**src/rtl/bcd_display_engine_if.sv**
```systemverilog
// Value/handshake bundle between the arithmetic stage and the BCD display engine.
interface bcd_display_engine_if #(
    parameter int WIDTH  = 16,
    parameter int DIGITS = 4
);
    logic                  in_valid;
    logic                  in_ready;
    logic [WIDTH-1:0]      in_value;
    logic                  signed_mode;
    logic                  blank_lz;
    logic [7*DIGITS-1:0]   seg_out;
    logic                  neg;
    logic                  overflow;
    logic                  out_valid;

    modport master (
        output in_valid, in_value, signed_mode, blank_lz,
        input  in_ready, seg_out, neg, overflow, out_valid
    );

    modport slave (
        input  in_valid, in_value, signed_mode, blank_lz,
        output in_ready, seg_out, neg, overflow, out_valid
    );
endinterface

```
**src/rtl/bcd_display_engine.sv**
```systemverilog
// Binary value -> BCD (sequential double-dabble, one bit per clock) -> registered 7-segment digits,
// with optional two's-complement input, leading-zero blanking and overflow dashes.
module bcd_display_engine #(
    parameter int WIDTH          = 16,
    parameter int DIGITS         = 4,
    parameter int SEG_ACTIVE_LOW = 1
) (
    input  logic                 clk,
    input  logic                 rst,
    bcd_display_engine_if.slave  bus
);
    localparam int BCD_INT = (3*WIDTH+9)/10 + 1;
    localparam int BCD_W   = 4*BCD_INT;
    localparam int EXT     = (DIGITS > BCD_INT) ? DIGITS : BCD_INT;
    localparam int CNT_W   = $clog2(WIDTH+1);
    localparam int SR_W    = BCD_W + WIDTH;
    localparam logic [CNT_W-1:0] LAST_IT = CNT_W'(WIDTH-1);
    localparam logic [6:0] SEG_BLANK = 7'h7F;
    localparam logic [6:0] SEG_DASH  = 7'h3F;

    typedef enum logic [1:0] {S_IDLE, S_CONVERT, S_UPDATE} state_t;

    function automatic logic [3:0] add3(input logic [3:0] d);
        return (d >= 4'd5) ? d + 4'd3 : d;
    endfunction

    function automatic logic [6:0] seg_code(input logic [3:0] d);
        case (d)
            4'd0:    return 7'h40;
            4'd1:    return 7'h79;
            4'd2:    return 7'h24;
            4'd3:    return 7'h30;
            4'd4:    return 7'h19;
            4'd5:    return 7'h12;
            4'd6:    return 7'h02;
            4'd7:    return 7'h78;
            4'd8:    return 7'h00;
            4'd9:    return 7'h10;
            default: return SEG_BLANK;
        endcase
    endfunction

    function automatic logic [6:0] seg_pol(input logic [6:0] s);
        return (SEG_ACTIVE_LOW != 0) ? s : ~s;
    endfunction

    state_t                  r_state, w_state_next;
    logic                    r_in_ready, r_out_valid, r_neg, r_ovf;
    logic [7*DIGITS-1:0]     r_seg;
    logic [SR_W-1:0]         r_sr;
    logic [CNT_W-1:0]        r_cnt;
    logic                    r_neg_pend, r_blank;

    logic                    w_accept, w_sign, w_ovf, w_seen;
    logic signed [WIDTH-1:0] w_sval;
    logic [WIDTH-1:0]        w_mag_in;
    logic [SR_W-1:0]         w_sr_adj;
    logic [4*EXT-1:0]        w_bcd_ext;
    logic [3:0]              w_digit;
    logic [7*DIGITS-1:0]     w_seg;

    assign w_accept = bus.in_valid & r_in_ready;
    assign w_sval   = $signed(bus.in_value);
    assign w_sign   = bus.signed_mode & bus.in_value[WIDTH-1];
    // Negating the most negative value wraps to 2^(WIDTH-1), which is the correct unsigned magnitude.
    assign w_mag_in = w_sign ? $unsigned(-w_sval) : bus.in_value;

    always_comb begin
        w_state_next = r_state;
        case (r_state)
            S_IDLE:    if (w_accept) w_state_next = S_CONVERT;
            S_CONVERT: if (r_cnt == LAST_IT) w_state_next = S_UPDATE;
            S_UPDATE:  w_state_next = S_IDLE;
            default:   w_state_next = S_IDLE;
        endcase
    end

    // {bcd, mag} lives in one shift register so the whole word shifts as a unit.
    always_comb begin
        w_sr_adj = r_sr;
        for (int i = 0; i < BCD_INT; i++)
            w_sr_adj[WIDTH+4*i +: 4] = add3(r_sr[WIDTH+4*i +: 4]);
    end

    always_comb begin
        w_bcd_ext = '0;
        w_bcd_ext[BCD_W-1:0] = r_sr[SR_W-1:WIDTH];
        w_ovf = 1'b0;
        for (int k = DIGITS; k < EXT; k++)
            w_ovf = w_ovf | (w_bcd_ext[4*k +: 4] != 4'd0);
        w_seen  = 1'b0;
        w_digit = 4'd0;
        w_seg   = '0;
        for (int k = DIGITS-1; k >= 0; k--) begin
            w_digit = w_bcd_ext[4*k +: 4];
            if (w_ovf)
                w_seg[7*k +: 7] = seg_pol(SEG_DASH);
            else if (r_blank && !w_seen && (w_digit == 4'd0) && (k != 0))
                w_seg[7*k +: 7] = seg_pol(SEG_BLANK);
            else
                w_seg[7*k +: 7] = seg_pol(seg_code(w_digit));
            if (w_digit != 4'd0) w_seen = 1'b1;
        end
    end

    always_ff @(posedge clk) begin
        if (!rst) begin
            r_state     <= S_IDLE;
            r_in_ready  <= 1'b0;
            r_out_valid <= 1'b0;
            r_neg       <= 1'b0;
            r_ovf       <= 1'b0;
            r_seg       <= {DIGITS{seg_pol(SEG_BLANK)}};
        end else begin
            r_state     <= w_state_next;
            r_in_ready  <= (w_state_next == S_IDLE);
            r_out_valid <= (r_state == S_UPDATE);
            if (r_state == S_UPDATE) begin
                r_seg <= w_seg;
                r_neg <= r_neg_pend;
                r_ovf <= w_ovf;
            end
        end
    end

    always_ff @(posedge clk) begin
        if (w_accept) begin
            r_sr       <= {{BCD_W{1'b0}}, w_mag_in};
            r_cnt      <= '0;
            r_neg_pend <= w_sign & (bus.in_value != '0);
            r_blank    <= bus.blank_lz;
        end else if (r_state == S_CONVERT) begin
            r_sr  <= w_sr_adj << 1;
            r_cnt <= r_cnt + CNT_W'(1);
        end
    end

    assign bus.in_ready  = r_in_ready;
    assign bus.out_valid = r_out_valid;
    assign bus.seg_out   = r_seg;
    assign bus.neg       = r_neg;
    assign bus.overflow  = r_ovf;
endmodule

```
**src/flat_wrapper.sv**
```systemverilog
// flat-port wrapper written by rule: the top's interface ports become plain ports
module bcd_display_engine_flat 
#(
    parameter int WIDTH          = 16,
    parameter int DIGITS         = 4,
    parameter int SEG_ACTIVE_LOW = 1
)
  (clk, rst, bus_in_valid, bus_in_value, bus_signed_mode, bus_blank_lz, bus_in_ready, bus_seg_out, bus_neg, bus_overflow, bus_out_valid);
  bcd_display_engine_if #(.WIDTH(WIDTH), .DIGITS(DIGITS)) bus_i ();
  input  logic clk;
  input  logic rst;
  input wire logic [$bits(bus_i.in_valid)-1:0] bus_in_valid;
  input wire logic [$bits(bus_i.in_value)-1:0] bus_in_value;
  input wire logic [$bits(bus_i.signed_mode)-1:0] bus_signed_mode;
  input wire logic [$bits(bus_i.blank_lz)-1:0] bus_blank_lz;
  output wire logic [$bits(bus_i.in_ready)-1:0] bus_in_ready;
  output wire logic [$bits(bus_i.seg_out)-1:0] bus_seg_out;
  output wire logic [$bits(bus_i.neg)-1:0] bus_neg;
  output wire logic [$bits(bus_i.overflow)-1:0] bus_overflow;
  output wire logic [$bits(bus_i.out_valid)-1:0] bus_out_valid;
  assign bus_i.in_valid = bus_in_valid;
  assign bus_i.in_value = bus_in_value;
  assign bus_i.signed_mode = bus_signed_mode;
  assign bus_i.blank_lz = bus_blank_lz;
  assign bus_in_ready = bus_i.in_ready;
  assign bus_seg_out = bus_i.seg_out;
  assign bus_neg = bus_i.neg;
  assign bus_overflow = bus_i.overflow;
  assign bus_out_valid = bus_i.out_valid;
  bcd_display_engine #(.WIDTH(WIDTH), .DIGITS(DIGITS), .SEG_ACTIVE_LOW(SEG_ACTIVE_LOW)) u_core (.clk(clk), .rst(rst), .bus(bus_i));
endmodule
```
**config.mk**
```make
export PLATFORM = sky130hd
export DESIGN_NAME = bcd_display_engine_flat
export DESIGN_NICKNAME = d
export VERILOG_FILES = /design/src/rtl/bcd_display_engine_if.sv /design/src/rtl/bcd_display_engine.sv /design/src/flat_wrapper.sv
export SDC_FILE = /design/constraint.sdc
export NUM_CORES = 1
export LEC_CHECK = 0
export BUFFER_PORTS_ARGS = -buffer_cell sky130_fd_sc_hd__buf_4
export CAP_MARGIN = 10
export CORE_MARGIN = 3
export CORE_UTILIZATION = 40
export CTS_CLUSTER_DIAMETER = 120
export DETAILED_ROUTE_END_ITERATION = 8
export HOLD_SLACK_MARGIN = 0.15
export PLACE_DENSITY = 0.58
export SYNTH_ARGS = -nofsm -noshare
export SYNTH_HDL_FRONTEND = slang
export SYNTH_SLANG_ARGS = --single-unit
```
**constraint.sdc**
```tcl
create_clock -name clk -period 4.1 [get_ports clk]
set_input_delay 0.41 -clock clk [delete_from_list [all_inputs] [get_ports clk]]
set_output_delay 0.41 -clock clk [all_outputs]
set_load 0.005 [all_outputs]
```
# [Yosys cells after proc, flatten, opt, wreduce, memory -nomap -nowiden]
# Memory sizes are Yosys's and may differ from the RTL's. A register that Yosys moved wholly into a read port is not among the register bits.
# Cells that the tools add are included.
[totals] mem_bits_ro=448 output_inout_bits=32 register_bits=81 inputBits=21 n_memories=4
[classes] n_lt_le_gt_ge=6 bitwise_logic=4 eq_ne=3 addsub=8 muxes=29 reduce_logical=18
[mem_list] name="(no name shown)" words=16 word_bits=7 read_ports=1 rd_clocked_by_memory_dff=1 write_ports=0 line_no="bcd_display_engine.sv:28" text="case (d)"
[mem_list] name="(no name shown)" words=16 word_bits=7 read_ports=1 rd_clocked_by_memory_dff=1 write_ports=0 line_no="bcd_display_engine.sv:28"
[mem_list] name="(no name shown)" words=16 word_bits=7 read_ports=1 rd_clocked_by_memory_dff=1 write_ports=0 line_no="bcd_display_engine.sv:28"
[mem_list] name="(no name shown)" words=16 word_bits=7 read_ports=1 rd_clocked_by_memory_dff=1 write_ports=0 line_no="bcd_display_engine.sv:28"
[op_table] operator="$mux 4" n=13
[op_table] operator="$mux 7" n=7
[op_table] operator="$mux 16" n=3
[op_table] operator="$ge 4x3->1 const B" n=6
[op_table] operator="$add 4x2->4 const B" n=5
[op_table] operator="$neg 16->16" n=1
[op_table] operator="$reduce_bool 16->1" n=1
[op_table] operator="$reduce_bool 4->1" n=4
[op_table] operator="$logic_not 4->1" n=3
[op_table] operator="$add 5x1->5 const B" n=1
[op_table] operator="$eq 5x4->1 const B" n=1
[op_table] operator="$logic_and 1x1->1" n=5
[op_table] operator="$logic_not 2->1" n=2
[op_table] operator="$mux 2" n=2
[op_table] operator="$pmux 2 s2" n=1
[op_table] operator="$add 3x2->3 const B" n=1
[op_table] operator="$and 1x1->1" n=3
[op_table] operator="$mux 3" n=1
[op_table] operator="$eq 2x1->1 const B" n=1
[op_table] operator="$eq 2x2->1 const B" n=1
[op_table] operator="$logic_not 1->1" n=2
[op_table] operator="$mux 1" n=2
[op_table] operator="$reduce_bool 2->1" n=1
[op_table] operator="$or 1x1->1" n=1

# [Depth between registers and ports, before layout]
[depth] depth_word=8 depth_mapped=12 ltp_nobuf=11

# [Worst setup path after synthesis]
# Ideal clock, no wire load.
[synth_timing] kind="register to register" from="register u_core.r_sr[25]" to="register with a tool-made name" period_less_slack_ns=2.201 setup_slack_ns=1.899 n_path_buf=0 stages_incl_launch_ff=11 required_time_ns=4.009 arrival_ns=2.110 cell_sequence="dfxtp_1 -> inv_1 -> ha_1 -> nand2b_1 -> a2111o_1 -> and3_1 -> nor2_1 -> inv_1 -> ha_1 -> nor3b_1 -> a311oi_1"
[synth_lines] item="start: declaration" line_no="bcd_display_engine.sv:50" text="logic [SR_W-1:0] r_sr;"
[synth_lines] item="start signal: assignment" line_no="bcd_display_engine.sv:128" text="r_sr <= {{BCD_W{1'b0}}, w_mag_in};"
[synth_lines] item="start signal: assignment" line_no="bcd_display_engine.sv:133" text="r_sr <= w_sr_adj << 1;"

==> results.sh <==
export IMPL_hold_viol_final=0
export IMPL_finalClockSkew_ns=0.01520
export IMPL_synthCells=605
export IMPL_critical_path_max_stage_delay_ns=0.55
export IMPL_wl_per_cell_um=13.84
export IMPL_cp_start_kind="flop"
export IMPL_numCtsBuffers=9
export IMPL_synthDominantCellAreaShare_pct=32.80
export IMPL_clock_latency_ns=0.35
export IMPL_synth_warnings=0
export IMPL_initial_utilization_pct=41.45
export IMPL_ctsResizeCount=0
export IMPL_postRouteAntennaNets=0
export IMPL_grt_pass1_vias=4196
export IMPL_netlist_top_cell_by_area="dfxtp_1"
export IMPL_min_period_ns=2.872
export IMPL_finalSetupViolations=0
export IMPL_drc=0
export IMPL_layout_drive_gt1_share_pct=16.64
export IMPL_wl_um=11420
export IMPL_synth_seq_cells=109
export IMPL_avgSynthCellArea_um2=9.180
export IMPL_worstPathArrival_ns=3.09
export IMPL_die_y_um=123.8
export IMPL_cts_tree="done"
export IMPL_rsz0062_at_grt="no"
export IMPL_power_density_mw_per_mm2=516.7
export IMPL_slew_viol_final=0
export IMPL_portBuffers=52
export IMPL_timing_final_crit_share_pct=70.06
export IMPL_final_cell_mix="91 x dfxtp_1, 81 x nand2_1, 58 x buf_4"
export IMPL_io_pins=53
export IMPL_via_per_inst=5.147
export IMPL_worstPathRequired_ns=4.32
export IMPL_core_mm2=0.01340
export IMPL_dpl_cell_count=809
export IMPL_cp_cell_sequence="nand2b_1 > buf_4 > a2111o_1 > and3_1 > nor2_1 > inv_1 > ha_1 > mux2i_1 > a21oi_1"
export IMPL_cp_startpoint="u_core.r_state[0]$_SDFF_PN0_"
export IMPL_worstSetupPathType="reg -> reg"
export IMPL_grt_use_total_pct=16.00
export IMPL_n_antenna_cell=0
export IMPL_die_area_mm2=0.01534
export IMPL_fillers=1308
export IMPL_drt_iter0_drc=264
export IMPL_cap_violations=0
export IMPL_r2r_start="u_core.r_state[0]$_SDFF_PN0_"
export IMPL_grt_max_degree=40
export IMPL_stdcell_count=825
export IMPL_fin_tns_setup_ns=0
export IMPL_clockBufferDepth=2
export IMPL_synth_edf_count=18
export IMPL_layout_nets=704
export IMPL_syn_nets=665
export IMPL_max_clock_freq_mhz=348.1
export IMPL_chipWidth_um=123.8
export IMPL_async_reset_ff_share_pct=0
export IMPL_tightest_slew_ns=0.8615
export IMPL_root_buffer="clkbuf_16"
export IMPL_firstDrtPassIters=4
export IMPL_cp_end_kind="flop"
export IMPL_syn_cell_area_mm2=0.005554
export IMPL_slowest_stage="dfxtp_1"
export IMPL_placed_area_mm2=0.006047
export IMPL_cts_hold_buf=0
export IMPL_cts_sinks=109
export IMPL_outcome="finished, final reports clean"
export IMPL_final_common_cell="dfxtp_1"
export IMPL_grt_ovfl_total=0
export IMPL_rows=42
export IMPL_grt_pass1_wl_um=19660
export IMPL_gpl_final_weighted_congestion=0.8228
export IMPL_yosysSeqAreaShare_pct=42.53
export IMPL_cts_setup_buffers=0
export IMPL_hpwl_um=8185
export IMPL_relSlewSlack_pct=42.45
export IMPL_num_vias=4246
export IMPL_p_leak_nw=2.728
export IMPL_ys_types=64
export IMPL_min_from="bus_blank_lz"
export IMPL_ys_flop_type="dfxtp_1"
export IMPL_crit_fanout=19
export IMPL_htree_levels=3
export IMPL_antenna_found_initial=0
export IMPL_syn2layout_area_growth_pct=15.00
export IMPL_final_area_mm2=0.006387
export IMPL_hold_class="in -> reg"
export IMPL_path_clk_slew_ns=0.07
export IMPL_ir_worst_vdd_v=0.0002489
export IMPL_yosys_top_cells_area="dfxtp_1 33%, edfxtp_1 9.7%, ha_1 8.8%"
-- where the power goes --
part	internal (W)	switching, W	total [W]	leakage [nW]
Combinational	0.000393	0.000526	0.000919	1.64
Clock	0.000577	0.000377	0.000954	0.170
Sequential	0.00130	0.000133	0.00143	0.918
Total	0.00226	0.00104	0.00330	2.73
-- cell usage after synthesis, types with 6 or more instances --
master / count
a2111o_1: 6
a311oi_1: 6
edfxtp_1: 18
a2bb2oi_1: 7
inv_1: 38
nor3_1: 6
a21oi_1: 30
and3_1: 6
nand3_1: 21
clkbuf_1: 16
xnor2_1: 10
xor2_1: 13
nor2_1: 37
nand2b_1: 11
o21ai_0: 34
mux2i_1: 12
nand2_1: 81
o22ai_1: 18
ha_1: 39
dfxtp_1: 91
-- per-stage QoR --
step                      setup slack [ns]  util, %  total power [W]  hold WS [ns]
after detailed placement             1.256    45.13         0.002366        0.4263
final                                1.228    47.67         0.003301        0.2372
after global routing                0.9780    47.67         0.003529        0.2191
after global placement               1.346    45.13         0.002347        0.4228
after CTS                            1.226    47.67         0.003336        0.2197
after floorplan                      1.899        -         0.002154        0.4162
-- critical path, delay by kind of cell, from the launching register on --
| kind | cells | cell delay [ns] |
|---|---|---|
| flops | 1 | 0.55 |
| buf+inv | 2 | 0.51 |
| mux | 1 | 0.14 |
| simple gates | 3 | 0.92 |
| fa+ha+maj | 1 | 0.22 |
| compound gates | 2 | 0.39 |
-- logic make-up after synthesis --
group	share of synthesized area, %
and+or+nand+nor	18.90
AOI/OAI and AO/OA	17.71
DFF	42.53
buffers and inverters	5.812
adders and majority gates	8.786
xor gates and xnor gates	3.627
muxes	2.636
-- area by class of cell --
| type | instances | area [µm²] | area share, % |
|---|---|---|---|
| clock inverter | 2 | 35.03 | 0.5485 |
| tap | 176 | 220.2 | 3.448 |
| multi-input combinational | 424 | 2872 | 44.96 |
| timing repair buffer | 58 | 435.4 | 6.817 |
| inverter | 42 | 157.7 | 2.468 |
| sequential | 109 | 2362 | 36.98 |
| clock buffer | 14 | 305.3 | 4.780 |
-- routing by layer --
metal | global-route usage [%] | wire length, µm | vias up | part of all wire, %
met4 | 4.913 | 110 | 0 | 0.96
met2 | 26.29 | 5290 | 64 | 46
met3 | 3.678 | 442 | 7 | 3.9
met1 | 20.91 | 5571 | 1978 | 49
met5 | 0 | 0 | - | 0
li1 | - | - | 2197 | -
-- final timing paths --
path,endpoint,slack [ns],cells past startpoint
max,flop,1.23,9
min,u_core.r_blank$_DFFE_PP_,0.24,1
max reg2reg,flop,1.23,9
min reg2reg,u_core.bus.seg_out[19]$_SDFFE_PN1P_,0.44,2
Note: power is estimated with default switching activity, not from simulation.
